## src/rtl/tcdm_stream_reader.sv

```systemverilog
// Strided TCDM word fetcher: issues credit-limited reads and streams the words out in order.
// Optional sticky protocol-error flag and request-stability assertion under TCDM_STREAM_READER_ERR_EN.
module tcdm_stream_reader #(
  parameter int FIFO_DEPTH = 4,
  parameter int LEN_WIDTH  = 16,
  parameter int ADDR_WIDTH = 32
) (
  input  logic                  clk_i,
  input  logic                  rst_i,
  input  logic                  start_i,
  input  logic [ADDR_WIDTH-1:0] base_addr_i,
  input  logic [ADDR_WIDTH-1:0] stride_i,
  input  logic [LEN_WIDTH-1:0]  len_i,
  output logic                  busy_o,
  output logic                  done_o,
  output logic                  tcdm_req_o,
  input  logic                  tcdm_gnt_i,
  output logic [ADDR_WIDTH-1:0] tcdm_add_o,
  output logic                  tcdm_wen_o,
  output logic [3:0]            tcdm_be_o,
  output logic [31:0]           tcdm_data_o,
  input  logic [31:0]           tcdm_r_data_i,
  input  logic                  tcdm_r_valid_i,
  output logic [31:0]           data_o,
  output logic                  valid_o,
  input  logic                  ready_i,
  output logic                  last_o,
  output logic                  err_o
);

  // state | meaning
  // IDLE  | waiting for start_i
  // ISSUE | sending requests, streaming whatever has returned
  // DRAIN | all requests granted, waiting for the remaining words to leave
  // DONE  | one-cycle completion pulse
  typedef enum logic [1:0] {IDLE, ISSUE, DRAIN, DONE} state_t;

  localparam int PTR_W = $clog2(FIFO_DEPTH);
  localparam int CNT_W = PTR_W + 1;

  state_t state, state_next;

  logic [ADDR_WIDTH-1:0] addr;
  logic [ADDR_WIDTH-1:0] stride;
  logic [LEN_WIDTH-1:0]  len;
  logic [LEN_WIDTH-1:0]  issued;
  logic [LEN_WIDTH-1:0]  beats;
  logic [CNT_W-1:0]      outstanding;

  logic [31:0]      fifo_mem [FIFO_DEPTH];
  logic [PTR_W-1:0] wr_ptr;
  logic [PTR_W-1:0] rd_ptr;
  logic [CNT_W-1:0] fifo_count;

  logic grant;
  logic credit_ok;
  logic fifo_full;
  logic resp_ok;
  logic push;
  logic pop;
  logic last_issue;
  logic last_beat;
  logic accept_start;

  assign accept_start = (state == IDLE) && start_i;
  assign grant        = tcdm_req_o && tcdm_gnt_i;
  assign fifo_full    = (fifo_count == CNT_W'(FIFO_DEPTH));
  // Outstanding plus buffered words may never exceed the FIFO, so every response has a slot.
  assign credit_ok    = ({1'b0, outstanding} + {1'b0, fifo_count}) < (CNT_W + 1)'(FIFO_DEPTH);
  assign resp_ok      = tcdm_r_valid_i && (outstanding != '0);
  assign push         = resp_ok && !fifo_full;
  assign pop          = valid_o && ready_i;
  assign last_issue   = (issued == len - LEN_WIDTH'(1));
  assign last_beat    = (beats == len - LEN_WIDTH'(1));

  assign valid_o     = (fifo_count != '0);
  assign data_o      = fifo_mem[rd_ptr];
  assign last_o      = valid_o && last_beat;
  assign tcdm_add_o  = addr;
  assign tcdm_wen_o  = 1'b1;
  assign tcdm_be_o   = 4'hF;
  assign tcdm_data_o = 32'h0;

  always_ff @(posedge clk_i) begin
    if (rst_i) state <= IDLE;
    else       state <= state_next;
  end

  always_comb begin
    state_next = state;
    unique case (state)
      IDLE:    if (start_i) state_next = (len_i == '0) ? DONE : ISSUE;
      ISSUE:   if (grant && last_issue) state_next = DRAIN;
      DRAIN:   if (pop && last_beat) state_next = DONE;
      DONE:    state_next = IDLE;
      default: state_next = IDLE;
    endcase
  end

  always_comb begin
    busy_o     = 1'b0;
    done_o     = 1'b0;
    tcdm_req_o = 1'b0;
    unique case (state)
      IDLE:    ;
      ISSUE: begin
        busy_o     = 1'b1;
        tcdm_req_o = credit_ok;
      end
      DRAIN:   busy_o = 1'b1;
      DONE: begin
        busy_o = 1'b1;
        done_o = 1'b1;
      end
      default: ;
    endcase
  end

  // Address walks by stride on each grant; wrap-around is modulo 2^ADDR_WIDTH.
  always_ff @(posedge clk_i) begin
    if (rst_i) begin
      addr   <= '0;
      stride <= '0;
      len    <= '0;
      issued <= '0;
      beats  <= '0;
    end else if (accept_start) begin
      addr   <= base_addr_i;
      stride <= stride_i;
      len    <= len_i;
      issued <= '0;
      beats  <= '0;
    end else begin
      if (grant) begin
        addr   <= addr + stride;
        issued <= issued + LEN_WIDTH'(1);
      end
      if (pop) beats <= beats + LEN_WIDTH'(1);
    end
  end

  always_ff @(posedge clk_i) begin
    if (rst_i) begin
      outstanding <= '0;
    end else begin
      unique case ({grant, resp_ok})
        2'b10:   outstanding <= outstanding + CNT_W'(1);
        2'b01:   outstanding <= outstanding - CNT_W'(1);
        default: outstanding <= outstanding;
      endcase
    end
  end

  always_ff @(posedge clk_i) begin
    if (push) fifo_mem[wr_ptr] <= tcdm_r_data_i;
  end

  always_ff @(posedge clk_i) begin
    if (rst_i) begin
      wr_ptr     <= '0;
      rd_ptr     <= '0;
      fifo_count <= '0;
    end else begin
      if (push) wr_ptr <= wr_ptr + PTR_W'(1);
      if (pop)  rd_ptr <= rd_ptr + PTR_W'(1);
      unique case ({push, pop})
        2'b10:   fifo_count <= fifo_count + CNT_W'(1);
        2'b01:   fifo_count <= fifo_count - CNT_W'(1);
        default: fifo_count <= fifo_count;
      endcase
    end
  end

`ifdef TCDM_STREAM_READER_ERR_EN
  logic err;

  // Stray responses (nothing outstanding, e.g. after reset) and overflows are dropped and flagged.
  always_ff @(posedge clk_i) begin
    if (rst_i)                                                   err <= 1'b0;
    else if (tcdm_r_valid_i && ((outstanding == '0) || fifo_full)) err <= 1'b1;
  end

  assign err_o = err;

  req_stable_a: assert property (@(posedge clk_i) disable iff (rst_i)
    (tcdm_req_o && !tcdm_gnt_i) |=> (tcdm_req_o && $stable(tcdm_add_o)));
`else
  assign err_o = 1'b0;
`endif

endmodule

```

## config.mk

```make
export PLATFORM = sky130hd
export DESIGN_NAME = tcdm_stream_reader
export DESIGN_NICKNAME = d
export VERILOG_FILES = /design/src/rtl/tcdm_stream_reader.sv
export SDC_FILE = /design/constraint.sdc
export NUM_CORES = 1
export LEC_CHECK = 0
export CORE_MARGIN = 10
export CORE_UTILIZATION = 50
export DETAILED_ROUTE_END_ITERATION = 16
export GPL_TIMING_DRIVEN = 0
export PLACE_DENSITY = 0.76
export SKIP_CTS_REPAIR_TIMING = 1
export SLEW_MARGIN = 20
export SYNTH_ARGS = -nofsm -noshare
export SYNTH_HDL_FRONTEND = slang
export SYNTH_SLANG_ARGS = --single-unit
export TNS_END_PERCENT = 30
```

## constraint.sdc

```tcl
create_clock -name clk_i -period 3.7 [get_ports clk_i]
set_input_delay 0.74 -clock clk_i [delete_from_list [all_inputs] [get_ports clk_i]]
set_output_delay 0.74 -clock clk_i [all_outputs]
set_load 0.005 [all_outputs]
```

==> results of run 1 <==
## flip-flops by register name, summed over array words and instances (netlist names), named ones only
register     count
state            2
rd_ptr           2
tcdm_add_o      32
fifo_mem       128
stride          32
wr_ptr           2
issued          16
outstanding      3
beats           16
fifo_count       3
len             16
## layout by cell type (no fill, tap or decap), types with 6 or more instances in the layout
cell type	count
a211oi_1	18
nor3_1	22
clkbuf_2	6
xor2_1	42
mux4_2	32
buf_1	13
clkbuf_16	27
nor4_1	9
nor2b_1	7
a21o_1	20
ha_1	46
nand2_1	173
buf_4	47
clkbuf_1	42
dfxtp_1	124
nand4_1	19
nor2_1	88
a21oi_1	99
nand3_1	18
o21bai_1	6
o21ai_0	21
mux2i_1	6
inv_1	26
and3_1	13
conb_1	38
a311oi_1	17
edfxtp_1	128
xnor2_1	45
or3_1	15
clkdlybuf4s50_1	185
a2111oi_0	7
## logic make-up after synthesis
family / share of synthesized area [%]
adders and majority gates: 5.155
DFF: 50.64
buffers and inverters: 5.195
xor gates and xnor gates: 6.787
muxes: 6.389
and+or+nand+nor: 14.29
AOI/OAI and AO/OA: 11.49
other: 0.05974
## stage by stage
step	worst slack [ps]	hold slack, ps	total power, mW
global route	-269.2	477.0	10.13
floorplan	373.9	440.0	5.591
detailed placement	-421.8	455.6	6.884
finish	-184.4	463.1	9.594
CTS	-994.4	464.0	9.563
global placement	-433.0	450.7	6.808
## per-layer routing
layer / share of wire [%] / vias to the layer above / global-route usage, %
met2: 47 / 339 / 34.22
li1: - / 4753 / -
met5: 0.079 / - / 0
met3: 8.5 / 51 / 5.307
met4: 2.2 / 4 / 5.890
met1: 43 / 4689 / 26.92
## path summary, 6_finish.rpt
path	from	end	slack [ps]	depth (start not counted)
max reg2reg	tcdm_add_o[0]	tcdm_add_o[28]	220	12
min	stride[11]	stride[11]	460	2
max	len[0]	last_o	-180	10
min reg2reg	stride[11]	stride[11]	460	2
## area by class of cell
class | instances | area (sq um)
multi-input combinational | 837 | 5739
timing repair buffer | 199 | 2026
antenna | 4 | 10.01
clock inverter | 19 | 178.9
buffer | 101 | 553.0
fill | 1986 | 8446
clock buffer | 30 | 696.9
sequential | 254 | 6374
tap | 324 | 405.4
inverter | 28 | 105.1
## Yosys cell counts, types with 18 or more instances
library cell	number
mux4_2	32
xor2_1	42
nand3_1	18
inv_1	28
nor2_1	88
edfxtp_1	128
a21oi_1	99
nand4_1	19
dfxtp_1	126
o21ai_0	21
a211oi_1	18
nor3_1	22
xnor2_1	45
clkbuf_1	43
nand2_1	173
ha_1	47
buf_4	38
a21o_1	20
## power by group
group / internal, mW / total [mW] / switching [mW]
clock: 1.56 / 2.66 / 1.10
sequential: 3.29 / 3.53 / 0.241
combinational: 1.59 / 3.40 / 1.81
## worst max-delay path, cell delays in order (launching register included)
cell and delay [ps]:
dfxtp_4 370, inv_2 70, ha_4 130, or4b_4 460, buf_6 150, or4_4 420, a311oi_2 210, nand4_1 160
nor4b_2 270, and4_2 270, buf_6 100
==> impl_metrics.json, run 1 <==
{
  "fin_nets": 1616,
  "status": "finished with violations",
  "antenna_found_initial": 5,
  "num_vias": 9836,
  "grt_max_degree": 28,
  "synth_top_area_share_pct": 30.57,
  "final.setup.worst_slack_ps": -184.4,
  "tightestPinTransition_ps": 717.6,
  "async_reset_ff_share_pct": 0,
  "fin_crit_ps": 3884,
  "gp_congestion": 0.8842,
  "grt_pass1_vias": 9796,
  "port_buffers": 186,
  "drt_pass1_iterations": 5,
  "drive_gt1_share_pct": 11.17,
  "htree_levels": 1,
  "syn_avg_cell_area_sq_um": 10.60,
  "dp.cells": 1736,
  "drt-initial-drc-count": 605,
  "hold_viol": 0,
  "viasPerCell": 5.477,
  "cp_data_required_time_ps": 2960,
  "dpl-instance-area_sq_um": 15070,
  "yosys.area.top_type": "edfxtp_1",
  "ios": 225,
  "die_area_sq_um": 31890,
  "final_area_sq_um": 16090,
  "grt_overflow": 0,
  "post-dp-hpwl_um": 25540,
  "netlist_instances": 1186,
  "cts_root_buf": "clkbuf_16",
  "synth.area.top_cells": "edfxtp_1 (31%), dfxtp_1 (20%), mux4_2 (5.7%)",
  "fin_util_pct": 65.58,
  "power_density_nw_per_um2": 596.3,
  "critPathLaunchType": "flip-flop",
  "ant_nets": 0,
  "num_rows": 57,
  "hold_class": "flip-flop to flip-flop",
  "core_sq_um": 24530,
  "synth_seq_cells": 254,
  "drc": 0,
  "wl_per_cell_um": 19.00,
  "crit_type": "flip-flop to output pin",
  "finalNonFillerCells": 1796,
  "yosysSeqAreaShare_pct": 50.64,
  "wl_um": 34120,
  "cts_buffer_depth": 3,
  "die_h_um": 178.6,
  "vdd_ir_drop_max_uv": 388.7,
  "start_util_pct": 51.24,
  "cap_violations": 0,
  "yosysWarnings": 0,
  "cts.sinks": 254,
  "dieWidth_um": 178.6,
  "violations": "setup timing",
  "synth_ff_type": "edfxtp_1",
  "critPathCaptureType": "output pin",
  "max_freq_mhz": 257.4,
  "rsz0062_at_grt": "true",
  "finalSetupViolCount": 1,
  "syn-cell-area_sq_um": 12570,
  "fin_crit_sh_pct": 105.0,
  "slew_headroom_pct": 52.16,
  "finClkSkew_ps": 9.328,
  "arrival_ps": 3140,
  "cts.reportedPaths.clkPinSlew_ps": 60,
  "cts_tree": "yes",
  "clock_latency_ps": 530,
  "grt_usage_pct": 20.91,
  "grt_first_pass_wirelength_um": 53190,
  "cts_buffers": 27,
  "leakagePower_nw": 5.938,
  "area_delta_synth_final_pct": 27.97,
  "slew_violations": 0,
  "setup_tns_ps": -184.4,
  "ys_types": 72,
  "synth_edf_count": 128,
  "critPathMaxFanout": 8
}
No activity file was read; power rests on OpenSTA's default activity.
==> run 2: changes to the inputs <==
--- a/config.mk
+++ b/config.mk
@@ -11,7 +11,7 @@
 export GPL_TIMING_DRIVEN = 0
 export PLACE_DENSITY = 0.76
 export SKIP_CTS_REPAIR_TIMING = 1
-export SLEW_MARGIN = 20
+export SLEW_MARGIN = 25
 export SYNTH_ARGS = -nofsm -noshare
 export SYNTH_HDL_FRONTEND = slang
 export SYNTH_SLANG_ARGS = --single-unit
==> impl_metrics.json, run 2 (synthesized netlist as in run 1, its figures left out) <==
{
  "hold_class": "flip-flop to flip-flop",
  "grt.met2_usage_pct": 33.66,
  "grt_usage_pct": 20.79,
  "vdd_ir_drop_max_uv": 346.5,
  "cts.reportedPaths.clkPinSlew_ps": 60,
  "fin_util_pct": 65.68,
  "grtUsageMet3_pct": 5.201,
  "ant_nets": 0,
  "viasPerCell": 5.504,
  "htree_levels": 1,
  "final.setup.worst_slack_ps": -170.9,
  "final_cell_mix": "clkdlybuf4s50_1 (185), nand2_1 (173), edfxtp_1 (128)",
  "num_vias": 9885,
  "leakagePower_nw": 5.956,
  "grt_first_pass_wirelength_um": 53020,
  "status": "finished with violations",
  "r2r_slack_ps": 150,
  "max_freq_mhz": 258.3,
  "fin_crit_sh_pct": 104.6,
  "drt_pass1_iterations": 5,
  "arrival_ps": 3130,
  "cap_violations": 0,
  "fin_crit_ps": 3871,
  "drc": 0,
  "worst_r2r_endpoint": "tcdm_add_o[28]",
  "total_power_mw": 9.684,
  "critPathMaxFanout": 8,
  "violations": "setup timing",
  "ios": 225,
  "cp_data_required_time_ps": 2960,
  "drive_gt1_share_pct": 11.17,
  "num_rows": 57,
  "holdPathEnd": "stride[10]",
  "post-dp-hpwl_um": 25590,
  "final_area_sq_um": 16110,
  "grt_util_met1_pct": 27.04,
  "cts_tree": "yes",
  "clock_latency_ps": 540,
  "slew_headroom_pct": 52.61,
  "grt-busiest-layer": "met2",
  "die_h_um": 178.6,
  "largest_reg_flops": 128,
  "slew_violations": 0,
  "critPathCaptureType": "output pin",
  "holdPathStages": 2,
  "finalSetupViolCount": 1,
  "multi_input_area_sq_um": 5727,
  "power_density_nw_per_um2": 601.0,
  "grt_pass1_vias": 9810,
  "die_area_sq_um": 31890,
  "r2r_cells": 12,
  "crit_type": "flip-flop to output pin",
  "top_register": "fifo_mem",
  "cts_buffers": 27,
  "regArea_sq_um": 6374,
  "r2r-start": "tcdm_add_o[0]",
  "wl_per_cell_um": 18.89,
  "layout_commonest_cell": "clkdlybuf4s50_1",
  "cts_buffer_depth": 3,
  "setup_tns_ps": -170.9,
  "dpl-instance-area_sq_um": 15070,
  "cts.sinks": 254,
  "critPathLaunchType": "flip-flop",
  "finClkSkew_ps": 29.41,
  "fillCellCount": 1968,
  "dieWidth_um": 178.6,
  "drt-initial-drc-count": 670,
  "core_sq_um": 24530,
  "port_buffers": 186,
  "gp_congestion": 0.8842,
  "start_util_pct": 51.24,
  "grt_max_degree": 26,
  "area_delta_synth_final_pct": 28.17,
  "grt_overflow": 0,
  "cts_root_buf": "clkbuf_16",
  "wl_um": 33920,
  "rsz0062_at_grt": "true",
  "fin_nets": 1615,
  "antenna_found_initial": 5,
  "tightestPinTransition_ps": 710.8,
  "hold_viol": 0,
  "hold_path.startpoint": "stride[10]",
  "post-place-ws_ps": -420.1
}
run 2: cell types whose count changed in the layout (fill, tap and decap cells not counted), sizes merged:
cell,delta
bufinv,+1
inv,+1
buf,-1
clkinvlp,-2
clkinv,+1
run 2: through the flow:
stage | instances | hold slack [ps]
after floorplan | 1222 | 440.0
after global placement | 1732 | 450.7
after detailed placement | 1736 | 454.5
after CTS | 1786 | 462.5
after global routing | 1794 | 476.5
final | 1796 | 461.6
run 2: where the power goes:
| group | total (mW) | switching (mW) | leakage, nW | internal, mW |
|---|---|---|---|---|
| Clock | 2.77 | 1.12 | 0.443 | 1.65 |
| Combinational | 3.39 | 1.81 | 3.33 | 1.58 |
| Sequential | 3.53 | 0.239 | 2.19 | 3.29 |
run 2: critical path, cell delays in order (launching register included):
cell      delay [ps]
dfxtp_4          370
inv_2             70
ha_4             120
or4b_4           450
buf_6            150
or4_4            420
a311oi_2         210
nand4_1          170
nor4b_2          270
and4_2           280
buf_6            100
run 2: how the worst max path moves through the flow:
stage          startpoint              to  slack (ps)  cells past startpoint
2_1_floorplan      len[0]          last_o         370                     10
3_3_place_gp   tcdm_gnt_i  outstanding[2]        -430                     11
3_5_place_dp   tcdm_gnt_i  outstanding[2]        -420                     11
4_1_cts            len[0]          last_o       -1000                     11
5_1_grt            len[0]          last_o        -260                     10
6_report           len[0]          last_o        -170                     10
run 2: area by class of cell:
class,count,area share [%]
clock inverters,20,1.390
flip-flops and latches,254,39.56
repair buffers,198,12.53
well taps,324,2.516
clock buffers,30,4.325
plain buffers,101,3.432
inverters,28,0.6523
multi-input cells,837,35.54
diodes,4,0.06212
run 2: layer usage:
| layer | share of wire [%] | up-vias | routed length [um] |
|---|---|---|---|
| met4 | 2.4 | 2 | 803 |
| li1 | - | 4755 | - |
| met1 | 43 | 4708 | 14510 |
| met3 | 8.7 | 57 | 2963 |
| met2 | 46 | 363 | 15630 |
| met5 | 0.038 | - | 13 |
